--- src/rtl/press_timer_if.sv ---
`default_nettype none
// ============================================================================
// Module      : press_timer_if
// Description : Button-side and consumer-side signal bundle of press_timer.
//               The slave modport is the timer itself. The master modport is
//               the board/consumer side that drives the button and freeze.
// Revision    : 1.0 - initial release
// ============================================================================
interface press_timer_if;
    logic       key_in;
    logic       freeze;
    logic       is_pressing;
    logic [3:0] press_time;
    logic       release_pulse;

    modport slave (
        input  key_in,
        input  freeze,
        output is_pressing,
        output press_time,
        output release_pulse
    );

    modport master (
        output key_in,
        output freeze,
        input  is_pressing,
        input  press_time,
        input  release_pulse
    );
endinterface
`default_nettype wire

--- src/rtl/press_timer.sv ---
`default_nettype none
// ============================================================================
// Module      : press_timer
// Description : Synchronises and debounces the raw jump button, then measures
//               how long an accepted press is held. The result is a 4-bit
//               charge level that saturates at 15. Presses that begin while
//               freeze is high are rejected until the key is released.
// Revision    : 1.0 - initial release
// ============================================================================
module press_timer #(
    parameter int DEBOUNCE_CYC = 500000,
    parameter int STEP_CYC     = 10000000
) (
    input  wire logic    clk,
    input  wire logic    rst,      // asynchronous, active-low
    press_timer_if.slave bus
);

    localparam int c_DB_W   = (DEBOUNCE_CYC > 1) ? $clog2(DEBOUNCE_CYC) : 1;
    localparam int c_STEP_W = (STEP_CYC > 1) ? $clog2(STEP_CYC) : 1;

    localparam logic [c_DB_W-1:0]   c_DB_LAST   = c_DB_W'(DEBOUNCE_CYC - 1);
    localparam logic [c_STEP_W-1:0] c_STEP_LAST = c_STEP_W'(STEP_CYC - 1);

    localparam logic [1:0] c_IDLE     = 2'd0;
    localparam logic [1:0] c_CHARGE   = 2'd1;
    localparam logic [1:0] c_WAIT_REL = 2'd2;

    logic                r_key_meta;
    logic                r_key_s;
    logic                r_key_db;
    logic [c_DB_W-1:0]   r_db_cnt;
    logic [1:0]          r_state;
    logic [c_STEP_W-1:0] r_step_cnt;
    logic                r_is_pressing;
    logic                r_release_pulse;
    logic [3:0]          r_press_time;

    // Two-flop synchroniser for the asynchronous button input.
    always_ff @(posedge clk or negedge rst) begin
        if (!rst) begin
            r_key_meta <= 1'b0;
            r_key_s    <= 1'b0;
        end else begin
            r_key_meta <= bus.key_in;
            r_key_s    <= r_key_meta;
        end
    end

    // Debouncer: key_db follows key_s only after DEBOUNCE_CYC consecutive differing samples.
    always_ff @(posedge clk or negedge rst) begin
        if (!rst) begin
            r_db_cnt <= '0;
            r_key_db <= 1'b0;
        end else if (r_key_s == r_key_db) begin
            r_db_cnt <= '0;
        end else if (r_db_cnt == c_DB_LAST) begin
            r_db_cnt <= '0;
            r_key_db <= r_key_s;
        end else begin
            r_db_cnt <= r_db_cnt + c_DB_W'(1);
        end
    end

    // Press FSM: accept, charge and release. The step counter still runs on
    // the release cycle so that the final step is not lost.
    always_ff @(posedge clk or negedge rst) begin
        if (!rst) begin
            r_state         <= c_IDLE;
            r_step_cnt      <= '0;
            r_is_pressing   <= 1'b0;
            r_release_pulse <= 1'b0;
            r_press_time    <= 4'd0;
        end else begin
            r_release_pulse <= 1'b0;
            case (r_state)
                c_IDLE: begin
                    // In IDLE key_db is always low beforehand, so a high level is a rise.
                    if (r_key_db) begin
                        if (bus.freeze) begin
                            r_state <= c_WAIT_REL;
                        end else begin
                            r_state       <= c_CHARGE;
                            r_press_time  <= 4'd1;
                            r_step_cnt    <= '0;
                            r_is_pressing <= 1'b1;
                        end
                    end
                end
                c_CHARGE: begin
                    if (r_step_cnt == c_STEP_LAST) begin
                        r_step_cnt <= '0;
                        if (r_press_time != 4'd15) begin
                            r_press_time <= r_press_time + 4'd1;
                        end
                    end else begin
                        r_step_cnt <= r_step_cnt + c_STEP_W'(1);
                    end
                    if (!r_key_db) begin
                        r_state         <= c_IDLE;
                        r_is_pressing   <= 1'b0;
                        r_release_pulse <= 1'b1;
                    end
                end
                c_WAIT_REL: begin
                    // A rejected press must be fully released before a new one counts.
                    if (!r_key_db) begin
                        r_state <= c_IDLE;
                    end
                end
                default: begin
                    r_state <= c_IDLE;
                end
            endcase
        end
    end

    assign bus.is_pressing   = r_is_pressing;
    assign bus.press_time    = r_press_time;
    assign bus.release_pulse = r_release_pulse;

endmodule
`default_nettype wire

--- src/flat_wrapper.sv ---
// flat-port wrapper written by rule: the top's interface ports become plain ports
module press_timer_flat 
#(
    parameter int DEBOUNCE_CYC = 500000,
    parameter int STEP_CYC     = 10000000
)
  (clk, rst, bus_key_in, bus_freeze, bus_is_pressing, bus_press_time, bus_release_pulse);
  press_timer_if bus_i ();
  input  wire logic clk;
  input  wire logic rst;
  input wire logic [$bits(bus_i.key_in)-1:0] bus_key_in;
  input wire logic [$bits(bus_i.freeze)-1:0] bus_freeze;
  output wire logic [$bits(bus_i.is_pressing)-1:0] bus_is_pressing;
  output wire logic [$bits(bus_i.press_time)-1:0] bus_press_time;
  output wire logic [$bits(bus_i.release_pulse)-1:0] bus_release_pulse;
  assign bus_i.key_in = bus_key_in;
  assign bus_i.freeze = bus_freeze;
  assign bus_is_pressing = bus_i.is_pressing;
  assign bus_press_time = bus_i.press_time;
  assign bus_release_pulse = bus_i.release_pulse;
  press_timer #(.DEBOUNCE_CYC(DEBOUNCE_CYC), .STEP_CYC(STEP_CYC)) u_core (.clk(clk), .rst(rst), .bus(bus_i));
endmodule
--- config.mk ---
export PLATFORM = sky130hd
export DESIGN_NAME = press_timer_flat
export DESIGN_NICKNAME = d
export VERILOG_FILES = /design/src/rtl/press_timer_if.sv /design/src/rtl/press_timer.sv /design/src/flat_wrapper.sv
export SDC_FILE = /design/constraint.sdc
export NUM_CORES = 1
export LEC_CHECK = 0
export BUFFER_PORTS_ARGS = -buffer_cell sky130_fd_sc_hd__buf_4
export CAP_MARGIN = 25
export CORE_ASPECT_RATIO = 1.75
export CORE_MARGIN = 8
export CORE_UTILIZATION = 39
export CTS_CLUSTER_DIAMETER = 200
export DETAILED_ROUTE_END_ITERATION = 16
export PLACE_DENSITY = 0.63
export SYNTH_ARGS = -nofsm -noshare
export SYNTH_HDL_FRONTEND = slang
export SYNTH_SLANG_ARGS = --single-unit
--- constraint.sdc ---
create_clock -name clk -period 2.1 [get_ports clk]
set_clock_uncertainty 0.1 [all_clocks]
set_input_delay 0.42 -clock clk [delete_from_list [all_inputs] [get_ports clk]]
set_output_delay 0.42 -clock clk [all_outputs]
set_load 0.02 [all_outputs]
# After elaboration in Yosys (flattened, before gate mapping)
# Index checks and enable logic that the tools add are counted.
classes:
  n_eq_ne: 12
  div: 0
  n_mul: 0
  bitwise: 1
  n_mux: 21
  reduce_logical: 8
  n_lt_le_gt_ge: 0
  n_shift: 0
  add_sub_neg: 3
op_table:
  columns: ["op", "n"]
  rows:
  - ["$mux 24", 3]
  - ["$pmux 24 s2", 1]
  - ["$mux 19", 2]
  - ["$add 24x1->24 const B", 1]
  - ["$eq 24x24->1 const B", 1]
  - ["$add 19x1->19 const B", 1]
  - ["$eq 19x19->1 const B", 1]
  - ["$mux 4", 4]
  - ["$pmux 4 s2", 1]
  - ["$mux 2", 3]
  - ["$ne 2x1->1 const B", 3]
  - ["$ne 2x2->1 const B", 3]
  - ["$mux 1", 5]
  - ["$reduce_and 5->1", 1]
  - ["$add 4x1->4 const B", 1]
  - ["$ne 4x4->1 const B", 1]
  - ["$pmux 2 s2", 1]
  - ["$reduce_and 2->1", 2]
  - ["$reduce_and 4->1", 1]
  - ["$reduce_and 3->1", 1]
  - ["$eq 2x1->1 const B", 1]
  - ["$eq 2x2->1 const B", 1]
  - ["$logic_not 2->1", 1]
  - ["$pmux 1 s2", 1]
  - ["4 further kinds", 4]
totals:
  romBits: 0
  ram_bits: 0
  n_memories: 0
  elab_cells: 54
  ff_bits: 54
  latchBits: 0

# Depth between registers and ports, before layout
depth:
  ltp_word: 4
  mapped_depth: 8

# Least setup slack after synthesis
# OpenSTA, ideal clock, no wires.
synth_path:
  kind: "reg2reg"
  start: "register u_core.r_state[0]"
  end: "register u_core.r_step_cnt[22]"
  path_stages_with_launch: 9
  setup_ps: 119
  t_arrival_ps: 1776
  slack_ps: 105
  t_required_ps: 1881
  cell_sequence: "dfrtp_1 > inv_1 > ha_1 > buf_2 > nand3b_4 > a2111oi_4 > nand4_1 > xor2_1 > nor2_2"
synth_between:
  elab_chain_len: 3
  word_cells_on_any_way: 7
  classes_between: "eq/ne (3); mux (1); reduce/logical (3)"
synth_rtl:
  columns: ["element", "line_no", "source"]
  rows:
  - ["start: declaration", "press_timer.sv:33", "logic [1:0] r_state;"]
  - ["start signal: assignment", "press_timer.sv:69", "r_state <= c_IDLE;"]
  - ["start signal: assignment", "press_timer.sv:81", "r_state <= c_WAIT_REL;"]
  - ["start signal: assignment", "press_timer.sv:83", "r_state <= c_CHARGE;"]
  - ["$logic_not 2->1 or $eq 2x1->1 (tied branches)", "press_timer.sv:76", "case (r_state)"]
  - ["$ne 2x1->1 (no line), or another cell as far along", null, null]
  - ["$reduce_and 3->1 (no line)", null, null]
  - ["end signal: assignment", "press_timer.sv:97", "r_step_cnt <= r_step_cnt + c_STEP_W'(1);"]
  - ["end: declaration", "press_timer.sv:34", "logic [c_STEP_W-1:0] r_step_cnt;"]
# Parallel ways exist; a longest one is shown, timed or not.
# A chain may end at the register's enable or synchronous reset.

# Worst setup path after layout
layout_path:
  start: "register u_core.r_step_cnt[16]"
  end: "register u_core.r_press_time[0], in the netlist u_core.bus.press_time[0]"
layout_between:
  elab_chain_len: 3
layout_rtl:
  columns: ["element", "line_no", "source"]
  rows:
  - ["$eq 24x24->1", "press_timer.sv:91", "if (r_step_cnt == c_STEP_LAST) begin"]
  - ["$ne 2x1->1 (no line)", null, null]
  - ["$reduce_and 5->1 (no line)", null, null]
  - ["end signal: assignment", "press_timer.sv:94", "r_press_time <= r_press_time + 4'd1;"]
  - ["end: declaration", "press_timer.sv:37", "logic [3:0] r_press_time;"]
# Every way passes these cells.

==> flow_metrics.tcl <==
set metrics [dict create \
    clkTransAtPathRegs_ns 0.07 \
    dp_hpwl_um 4080 \
    die_w_um 80.5 \
    ys_seq_elements 54 \
    final_cell_mix "54 x dfrtp_1, 41 x nor2_1, 28 x buf_4" \
    diodes 0 \
    synth_fp_nets 295 \
    synth_fa_ha_area_share_pct 2.21 \
    clkSinkCount 54 \
    synth-edff-count 0 \
    critPathCaptureType "register" \
    total_power_mw 1.94 \
    start_util_pct 39.8 \
    cts.htree.levels 2 \
    yosys.area_share.simple_pct 27.6 \
    final.fill_count 678 \
    p_comb_share_pct 2.1 \
    synth_compound_gate_area_share_pct 8.65 \
    ff_latch_area_mm2 0.00135 \
    grt_first_pass_wirelength_um 9830 \
    vias_per_cell 5.37 \
    drv_slew 0 \
    dp_slack_ns 0.0811 \
    port_buffers 9 \
    num_io_pins 10 \
    hold_viol 0 \
    power.share.clock_pct 43.8 \
    maxSlewHeadroom_pct 55.0 \
    setup-violations-final 0 \
    peakVddDrop_mv 0.356 \
    placementRows 41 \
    num-nets-final 323 \
    finalCriticalPeriod_ns 2.01 \
    antenna_found_initial 0 \
    syn_inst 286 \
    synth_top_family_by_area "simple AND/OR/NAND/NOR gates" \
    switchingPower_mw 0.433 \
    cts_root_buffer "clkbuf_16" \
    p_int_mw 1.51 \
    vias 2155 \
    drt-total-wl_um 5760 \
    grt_usage_pct 12.0 \
    worstPathArrival_ns 2.10 \
    worstMarginPinSlew_ns 0.674 \
    detail_route.iter0.violations 117 \
    clock_latency_ns 0.30 \
    swShare_pct 22.3 \
    ctsHoldBuffers 0 \
    ys_seq_area_share_pct 47.7 \
    cts_buffers 5 \
    async_reset_ff_share_pct 100 \
    path_max_fanout 5 \
    min_path_type "in2async" \
    synthXorXnorAreaFrac_pct 10.2 \
    hold_slack_ns 0.0571 \
    worstPathRequired_ns 2.19 \
    final_common_cell "dfrtp_1" \
    drive_gt1_share_pct 17.5 \
    multi_input_area_mm2 0.00142 \
    p_leak_nw 1.44 \
    synthMuxAreaShare_pct 1.15 \
    core_area_mm2 0.00713 \
    dieArea_mm2 0.0104 \
    synth.avg_cell_area_um2 9.91 \
    synth_area_mm2 0.00284 \
    gp_congestion 0.751 \
    grt_start_max_net_pins 55 \
    ant_nets 0 \
    rsz0062_at_grt "yes" \
    drc 0 \
    cap_violations 0 \
    path_class "reg2reg" \
    ys_types 49 \
    final_util_pct 46.0 \
    tritoncts "done" \
    firstDrtPassIters 4 \
    die_y_um 129 \
    ys.warnings.count 0 \
    synth_ff_type "dfrtp_1" \
    start_kind "register" \
    p_seq_share_pct 54.1 \
    outcome "completed" \
    clk_path_buf_depth 2 \
    area.growth.synth_to_final_pct 15.7 \
    grt_overflow 0 \
    p_per_area_mw_per_mm2 592 \
    grt_pass1_vias 2239 \
    post-route-period-util_pct 95.6 \
    fmax_mhz 498 \
    wl_per_cell_um 14.4 \
    worst_slack_ns 0.0932 \
]
==> metal layers <==
layer,vias to the layer above,wire [um],GRT usage (%)
li1,1064,-,-
met1,1060,2260,11.7
met2,25,3250,22.3
met3,6,151,2.58
met4,0,104,6.03
met5,-,0,0
==> path summary, 6_finish.rpt <==
check	depth (start not counted)	slack [ns]	endpoint	start
setup / recovery	4	0.09	u_core.bus.press_time[0]$_DFFE_PN0P_	u_core.r_step_cnt[16]$_DFFE_PN0P_
hold / removal	1	0.06	u_core.bus.press_time[0]$_DFFE_PN0P_	rst
setup reg to reg	4	0.09	u_core.bus.press_time[0]$_DFFE_PN0P_	u_core.r_step_cnt[16]$_DFFE_PN0P_
hold reg to reg	0	0.25	u_core.r_key_s$_DFF_PN0_	u_core.r_key_meta$_DFF_PN0_
max in group asynchronous	1	1.39	u_core.r_db_cnt[15]$_DFF_PN0_	rst
min in group clk	1	0.12	u_core.r_key_meta$_DFF_PN0_	bus_key_in
==> through the flow <==
step	cells	instance area [um2]	setup TNS (ns)
floorplan	286	2840	0
global placement	392	3120	0
detailed placement	392	3120	0
CTS	400	3270	0
global route	401	3280	-0.000848
finish	401	3280	0
==> flip-flops by register name, indices dropped and copies added (netlist names) <==
name,cells
u_core.r_step_cnt,24
u_core.r_db_cnt,19
u_core.bus.press_time,4
u_core.r_state,2
u_core.bus.is_pressing,1
u_core.bus.release_pulse,1
u_core.r_key_db,1
u_core.r_key_meta,1
u_core.r_key_s,1
==> what timing repair did <==
item | 4_1_cts | 5_1_grt
gates resized for setup | 0 | 2
buffers inserted | 0 | 1
endpoints found under the setup margin | 0 | 15
==> cells in the mapped netlist, drive strengths merged (2+ instances only) <==
cell type	instances	area share, %
clkbuf	2	0.26
and2	3	0.66
ha	5	2.2
nor2	47	6.8
and3	8	1.8
or3	2	0.44
nand3b	2	0.97
o21ai	9	1.7
xor2	24	7.4
nor2b	4	0.88
a2111oi	2	1.3
nor4	2	0.44
mux2	2	0.79
nor3	4	0.71
nand3	21	3.7
xnor2	9	2.8
buf	6	1.5
o2bb2ai	3	0.93
or2	2	0.44
a21oi	2	0.35
a31oi	2	0.44
o31ai	2	0.53
nand4b	2	1.1
nand2b	4	0.88
a32o	2	0.71
o22ai	2	0.44
dfrtp	54	48
inv	6	0.79
nand2	24	3.2
nor4b	4	1.2
nand4	14	3.3
==> power groups by stage <==
stage / clock network [mW] / registers, mW / logic [mW]
2_1_floorplan: 0 / 1.07 / 0.0157
3_3_place_gp: 0 / 1.07 / 0.0430
3_5_place_dp: 0 / 1.07 / 0.0439
4_1_cts: 0.874 / 1.05 / 0.0438
5_1_grt: 0.911 / 1.05 / 0.0502
6_report: 0.850 / 1.05 / 0.0415
==> logic make-up (layout without fill, tap and decap cells) <==
family,Yosys count,after routing
xor+xnor,33,33
buf+inv,14,43
mux,3,3
flops,54,54
simple gates,146,146
compound gates,31,31
fa+ha+maj,5,5
==> cell type report <==
type	instances	share of cell area, %
Multi-Input combinational cell	218	43.2
Timing Repair Buffer	29	7.02
Clock buffer	5	3.82
Inverter	6	0.687
Tap cell	86	3.28
Clock inverter	3	0.801
Sequential cell	54	41.2
==> critical path, stage by stage (launching register included) <==
cell       delay [ns]
dfrtp_1          0.43
nor4bb_1         0.42
nand4bb_1        0.26
a311o_1          0.43
o221a_2          0.26
(Power assumes the default switching activity.)
